===== src/rtl/sr04_echo_responder.sv =====
`default_nettype none
// ============================================================================
//  Module   : sr04_echo_responder
//  Purpose  : HC-SR04 ultrasonic sensor emulator (responder side of the
//             trig/echo protocol). A valid trigger pulse is answered, after
//             a fixed burst delay, by an echo pulse whose width encodes the
//             distance latched at trigger acceptance (US_PER_CM us per cm).
//             Out-of-range distances return a TIMEOUT_US wide echo.
//  Ports    : clk         - system clock
//             rst         - synchronous reset, active-high
//             trig        - trigger from the measuring controller
//             distance_cm - distance to emulate, latched at trig acceptance
//             echo        - echo pulse back to the controller
//             busy        - high whenever the responder is not IDLE
//             meas_done   - 1-cycle pulse on the edge echo falls
//             trig_err    - 1-cycle pulse when trig was shorter than minimum
//             range_err   - level, latched distance was 0 or > MAX_CM
//  Revision : 1.0 - initial release
// ============================================================================
module sr04_echo_responder #(
    parameter int CLK_DIV     = 100,
    parameter int MIN_TRIG_US = 10,
    parameter int DELAY_US    = 250,
    parameter int US_PER_CM   = 58,
    parameter int MAX_CM      = 400,
    parameter int TIMEOUT_US  = 38000,
    parameter int HOLDOFF_US  = 1000
) (
    input  logic       clk,
    input  logic       rst,
    input  logic       trig,
    input  logic [9:0] distance_cm,
    output logic       echo,
    output logic       busy,
    output logic       meas_done,
    output logic       trig_err,
    output logic       range_err
);

    localparam int DIV_W = (CLK_DIV > 1) ? $clog2(CLK_DIV) : 1;

    localparam logic [DIV_W-1:0] C_DIV_LAST   = DIV_W'(CLK_DIV - 1);
    localparam logic [7:0]       C_MIN_TRIG   = 8'(MIN_TRIG_US);
    localparam logic [15:0]      C_DELAY_LAST = 16'(DELAY_US - 1);
    localparam logic [15:0]      C_HOLD_LAST  = 16'(HOLDOFF_US - 1);
    localparam logic [15:0]      C_TIMEOUT    = 16'(TIMEOUT_US);
    localparam logic [15:0]      C_US_PER_CM  = 16'(US_PER_CM);
    localparam logic [9:0]       C_MAX_CM     = 10'(MAX_CM);

    typedef enum logic [2:0] {
        S_IDLE    = 3'd0,
        S_TRIG_HI = 3'd1,
        S_DELAY   = 3'd2,
        S_ECHO    = 3'd3,
        S_HOLDOFF = 3'd4
    } state_t;

    state_t           r_state_q,     w_state_d;
    logic [DIV_W-1:0] r_div_q,       w_div_d;
    logic             r_trig_dly_q;
    logic [7:0]       r_wcnt_q,      w_wcnt_d;
    logic [15:0]      r_cnt_q,       w_cnt_d;
    logic [9:0]       r_cm_q,        w_cm_d;
    logic             r_echo_q,      w_echo_d;
    logic             r_busy_q,      w_busy_d;
    logic             r_meas_done_q, w_meas_done_d;
    logic             r_trig_err_q,  w_trig_err_d;
    logic             r_range_err_q, w_range_err_d;

    logic             w_tick;
    logic             w_rise;
    logic             w_fall;
    logic             w_cm_bad;
    logic [15:0]      w_echo_n;

    // Free-running 1 us tick divider.
    assign w_tick  = (r_div_q == C_DIV_LAST);
    assign w_div_d = w_tick ? '0 : r_div_q + 1'b1;

    assign w_rise  =  trig & ~r_trig_dly_q;
    assign w_fall  = ~trig &  r_trig_dly_q;

    assign w_cm_bad = (distance_cm == 10'd0) || (distance_cm > C_MAX_CM);

    // Echo length in ticks; worst in-range case 1023*US_PER_CM fits 16 bits
    // for the intended parameter ranges.
    assign w_echo_n = r_range_err_q ? C_TIMEOUT : ({6'd0, r_cm_q} * C_US_PER_CM);

    // One counter serves DELAY, ECHO and HOLDOFF since these phases never
    // overlap; it is cleared on each phase entry.
    always_comb begin
        w_state_d     = r_state_q;
        w_wcnt_d      = r_wcnt_q;
        w_cnt_d       = r_cnt_q;
        w_cm_d        = r_cm_q;
        w_echo_d      = r_echo_q;
        w_meas_done_d = 1'b0;
        w_trig_err_d  = 1'b0;
        w_range_err_d = r_range_err_q;

        case (r_state_q)
            S_IDLE: begin
                if (w_rise) begin
                    w_state_d = S_TRIG_HI;
                    // The rise edge itself is a clock on which trig is high,
                    // so a tick here is counted; this makes a pulse of exactly
                    // MIN_TRIG_US accepted independent of tick phase.
                    w_wcnt_d  = {7'd0, w_tick};
                end
            end
            S_TRIG_HI: begin
                if (w_fall) begin
                    if (r_wcnt_q >= C_MIN_TRIG) begin
                        w_state_d     = S_DELAY;
                        w_cm_d        = distance_cm;
                        w_range_err_d = w_cm_bad;
                        w_cnt_d       = 16'd0;
                    end else begin
                        w_state_d    = S_IDLE;
                        w_trig_err_d = 1'b1;
                    end
                end else if (w_tick && (r_wcnt_q != 8'hFF)) begin
                    w_wcnt_d = r_wcnt_q + 8'd1;
                end
            end
            S_DELAY: begin
                if (w_tick) begin
                    if (r_cnt_q == C_DELAY_LAST) begin
                        w_state_d = S_ECHO;
                        w_echo_d  = 1'b1;
                        w_cnt_d   = 16'd0;
                    end else begin
                        w_cnt_d = r_cnt_q + 16'd1;
                    end
                end
            end
            S_ECHO: begin
                if (w_tick) begin
                    if (r_cnt_q == (w_echo_n - 16'd1)) begin
                        w_state_d     = S_HOLDOFF;
                        w_echo_d      = 1'b0;
                        w_meas_done_d = 1'b1;
                        w_cnt_d       = 16'd0;
                    end else begin
                        w_cnt_d = r_cnt_q + 16'd1;
                    end
                end
            end
            S_HOLDOFF: begin
                if (w_tick) begin
                    if (r_cnt_q == C_HOLD_LAST) begin
                        w_state_d = S_IDLE;
                        w_cnt_d   = 16'd0;
                    end else begin
                        w_cnt_d = r_cnt_q + 16'd1;
                    end
                end
            end
            default: begin
                w_state_d = S_IDLE;
                w_echo_d  = 1'b0;
            end
        endcase

        w_busy_d = (w_state_d != S_IDLE);
    end

    always_ff @(posedge clk) begin
        if (rst) begin
            r_state_q     <= S_IDLE;
            r_div_q       <= '0;
            r_trig_dly_q  <= 1'b0;
            r_wcnt_q      <= 8'd0;
            r_cnt_q       <= 16'd0;
            r_cm_q        <= 10'd0;
            r_echo_q      <= 1'b0;
            r_busy_q      <= 1'b0;
            r_meas_done_q <= 1'b0;
            r_trig_err_q  <= 1'b0;
            r_range_err_q <= 1'b0;
        end else begin
            r_state_q     <= w_state_d;
            r_div_q       <= w_div_d;
            r_trig_dly_q  <= trig;
            r_wcnt_q      <= w_wcnt_d;
            r_cnt_q       <= w_cnt_d;
            r_cm_q        <= w_cm_d;
            r_echo_q      <= w_echo_d;
            r_busy_q      <= w_busy_d;
            r_meas_done_q <= w_meas_done_d;
            r_trig_err_q  <= w_trig_err_d;
            r_range_err_q <= w_range_err_d;
        end
    end

    assign echo      = r_echo_q;
    assign busy      = r_busy_q;
    assign meas_done = r_meas_done_q;
    assign trig_err  = r_trig_err_q;
    assign range_err = r_range_err_q;

endmodule
`default_nettype wire

===== config.mk =====
export PLATFORM = sky130hd
export DESIGN_NAME = sr04_echo_responder
export DESIGN_NICKNAME = d
export VERILOG_FILES = /design/src/rtl/sr04_echo_responder.sv
export SDC_FILE = /design/constraint.sdc
export NUM_CORES = 1
export LEC_CHECK = 0
export ABC_AREA = 1
export BUFFER_PORTS_ARGS = -buffer_cell sky130_fd_sc_hd__clkbuf_2
export CAP_MARGIN = 15
export CORE_MARGIN = 8
export CORE_UTILIZATION = 36
export DETAILED_ROUTE_END_ITERATION = 12
export PLACE_DENSITY = 0.59
export RECOVER_POWER = 25
export SLEW_MARGIN = 20
export SYNTH_ARGS = -nofsm -noshare
export SYNTH_HDL_FRONTEND = slang
export SYNTH_SLANG_ARGS = --single-unit
export TNS_END_PERCENT = 30

===== constraint.sdc =====
create_clock -name clk -period 4.7 [get_ports clk]
set_input_delay 0.47 -clock clk [delete_from_list [all_inputs] [get_ports clk]]
set_output_delay 0.47 -clock clk [all_outputs]
set_load 0.01 [all_outputs]

==> summary.txt <==
clk_lat worst skew = 0.30 ns
drt wl/cell = 12.16 microns
Residual DRC = 0
hold path startpoint = trig
worst path buffer plus inverter count = 3
CP Cell Sequence = inv_1, fa_1, inv_1, ha_1, fa_1, ha_2, nand3_2, nand3_2, nand2_2, nand3_4, nand2_1, nor2_2, nand3_2, nor2_2, nand3_1, nand2_1, inv_2, nor2_2, nand2_1, nand2_2, nand3_4, nand2_1, a21oi_1
DR iter-0 viols = 260
EDFF count, synth = 0
Synth cell types = 40
Pins Over Slew Limit = 0
Hold Path Class = in -> reg
Net Count, Synth = 809
synth top area cells = dfxtp_1, nand2_1, inv_1
Worst-Margin Slew = 1.299 ns
ANT nets after route = 0
worst reg2reg path depth = 23
Reg power frac = 50.6%
largest net degree at the start of global routing = 25
Worst Hold Depth = 3
FP Rows = 42
fillcell total = 1,390
post-route insts no fill = 939
Critical Path Stages = 23
Slowest cell on crit path = fa_1
H-tree Lvls = 2
number of global-route vias before repair = 4,246
RR Endpoint = r_cnt_q[15]$_SDFFE_PP0P_
Async SR Flop Fraction = 0%
sequential fraction of the synthesis area = 21.05%
DIE HEIGHT = 130.9 microns
Worst setup EP type = flop
delay-heaviest family, CP = simple AND/OR/NAND/NOR gates
Sw Pwr = 199.6 uW
Max Freq = 230.3 MHz
initial antenna violation count = 0
die width = 130.9 microns
Min-Delay Endpoint = r_trig_dly_q$_SDFF_PP0_
fin crit period = 4.343 ns
grt total ovfl = 0
Initial Utilization = 36.35%
most frequent cell after synthesis = nand2_1
total of max-cap violations = 0
worst path required time = 4.82 ns
CP dominant cell by count = nand2_1
synth warn = 0
Final HPWL DP = 9143 microns
total wire length = 11,420 microns
Multi-input gate area = 0.003251 sq mm
Total GRT Usage = 14.40%
CTS buffer count = 5
GR Layer Usage met3 = 1.623%
global-route wire length before repair = 20,110 microns
total negative setup slack = 0 ns
IO buf count = 17
met1 usage = 20.31%
share of post-route cells with drive strength above 1 = 11.01%
TritonCTS clock tree = built
synth-to-layout area growth = 9.840%
Post-Syn Area = 0.004756 sq mm
Via Count = 4,515
clock buffer depth = 2
crit start category = flop
Comb power frac = 4.5%
Post-Syn Instances = 745
fin crit share = 92.40%
top-area cell type share of the netlist area = 21.05%
gpl congestion = 0.8181
met2 usage = 22.43%
clock power share = 45.0%
n_diodes = 0
DIE AREA = 0.01714 sq mm
Layout Nets = 826
cell taking the most area after synthesis = dfxtp_1
final hold violation count = 0
ys flop type = dfxtp_1
clk root buf = clkbuf_16
PwrDens = 163.6 mW/mm^2
Reg2Reg Setup Slack = 0.36 ns
Core Box Area = 0.01309 sq mm
Clk pin slew, worst setup/hold paths = 0.07 ns
Leak = 2.516 nW
worst path arrival time = 4.47 ns
synth cell count leaders = nand2_1, inv_1, nor2_1
Yosys reg bits = 50
Initial DRT Pass Iterations = 4
post-placement cell count = 930
clock skew = 0.005029 ns
RR Startpoint = r_cm_q[1]$_SDFFE_PP0P_
endpoints failing setup = 0
status = complete, no violations
delay of the slowest critical-path stage = 0.55 ns
Reg area = 0.001001 sq mm
RSZ-0062 raised after global routing = false
Clock Sinks = 50
crit-path max FO = 8
peak supply drop = 0.1748 mV
Slew HR = 13.42%
Avg Inst Size Synth = 6.384 sq um
# IOs = 18
hold-fix buffers at CTS = 0
WS Path Type = reg -> reg
GRT busiest layer = met2
Core Util, Final = 39.92%
DR vias/cell = 4.808
sw frac = 23.36%
Pint = 655.0 uW
[cell families after synthesis]
logic type	Yosys count	synth area share [%]
AO/OA/AOI/OAI	84	10.16
XOR/XNOR	8	1.473
adder cells (fa/ha/maj)	51	15.79
buffers and inverters	143	11.84
flip-flops	50	21.05
AND/OR/NAND/NOR	409	39.70
[power by group through the flow]
stage / combinational [mW] / sequential [mW] / clock [mW]
2_1_floorplan: 0.0245 / 0.442 / 0
3_3_place_gp: 0.0389 / 0.442 / 0
3_5_place_dp: 0.0386 / 0.442 / 0
4_1_cts: 0.0388 / 0.432 / 0.396
5_1_grt: 0.0437 / 0.433 / 0.415
6_report: 0.0381 / 0.432 / 0.384
[sequential cells by signal, indices dropped and copies added (netlist names)]
register	count
echo	1
r_trig_dly_q	1
r_state_q	3
meas_done	1
r_div_q	7
busy	1
r_wcnt_q	8
range_err	1
r_cm_q	10
trig_err	1
r_cnt_q	16
[area by class of cell]
cell class	instances	share of cell area [%]
Sequential cell	50	19.16
Multi-Input combinational cell	553	62.23
Clock inverter	2	0.3114
Tap cell	176	4.216
Inverter	132	9.509
Clock buffer	6	2.659
Timing Repair Buffer	20	1.916
[worst reg2reg max path, cell delays in order (launching register included)]
cell and delay, ns:
dfxtp_1 0.39, inv_1 0.13, fa_1 0.55, inv_1 0.04
ha_1 0.30, fa_1 0.47, ha_2 0.41, nand3_2 0.14
nand3_2 0.13, nand2_2 0.09, nand3_4 0.10, nand2_1 0.10
nor2_2 0.17, nand3_2 0.15, nor2_2 0.15, nand3_1 0.08
nand2_1 0.08, inv_2 0.05, nor2_2 0.10, nand2_1 0.07
nand2_2 0.12, nand3_4 0.18, nand2_1 0.11, a21oi_1 0.06
[worst max-delay path by stage]
stage	start	end	slack [ns]
after CTS	r_cm_q[1]$_SDFFE_PP0P_	r_cnt_q[4]$_SDFFE_PP0P_	0.30
after global placement	r_cm_q[1]$_SDFFE_PP0P_	r_cnt_q[15]$_SDFFE_PP0P_	0.37
final	r_cm_q[1]$_SDFFE_PP0P_	r_cnt_q[15]$_SDFFE_PP0P_	0.36
after detailed placement	r_cm_q[1]$_SDFFE_PP0P_	r_cnt_q[4]$_SDFFE_PP0P_	0.32
after global routing	r_cm_q[1]$_SDFFE_PP0P_	r_cnt_q[4]$_SDFFE_PP0P_	0.02
after floorplan	r_cm_q[1]$_SDFFE_PP0P_	r_cnt_q[7]$_SDFFE_PP0P_	0.80
[placed cells by master (no fill, tap or decap), types with 2 or more instances in the layout]
cell type,netlist,final
nand2_1,190,190
inv_1,126,126
nor2_1,77,75
nand3_1,52,51
dfxtp_1,50,50
a21oi_1,40,40
ha_1,36,34
o21ai_0,24,24
nand4_1,20,20
nor3_1,19,19
nand2_2,17,17
fa_1,15,15
clkbuf_2,0,11
nor4_1,10,10
a21oi_2,10,10
nor2_2,8,9
nand3_2,5,6
xor2_1,7,6
clkbuf_1,7,6
inv_2,5,5
clkbuf_16,0,5
nand3_4,3,4
nor2_4,2,3
buf_4,0,3
nor3b_1,2,2
a31oi_1,2,2
[through the flow]
stage	hold slack [ns]	setup slack, ns	instance area (sq um)	power, mW
CTS	0.3959	0.2969	5172	0.8672
global route	0.4048	0.01942	5224	0.8917
finish	0.4035	0.3574	5224	0.8546
detailed placement	0.4469	0.3220	5017	0.4808
floorplan	0.4175	0.8028	4756	0.4664
global placement	0.4329	0.3678	5017	0.4811
[layer usage]
| layer | part of all wire [%] | up-vias |
|---|---|---|
| li1 | - | 2421 |
| met1 | 52 | 2012 |
| met2 | 43 | 69 |
| met3 | 3.6 | 13 |
| met4 | 1.5 | 0 |
| met5 | 0 | - |
[what timing repair did]
item / 4_1_cts / 5_1_grt
setup buffers: 0 / 0
gates resized for setup: 0 / 10
endpoints found under the setup margin: 0 / 20
Power figures use the tool's default switching activity.
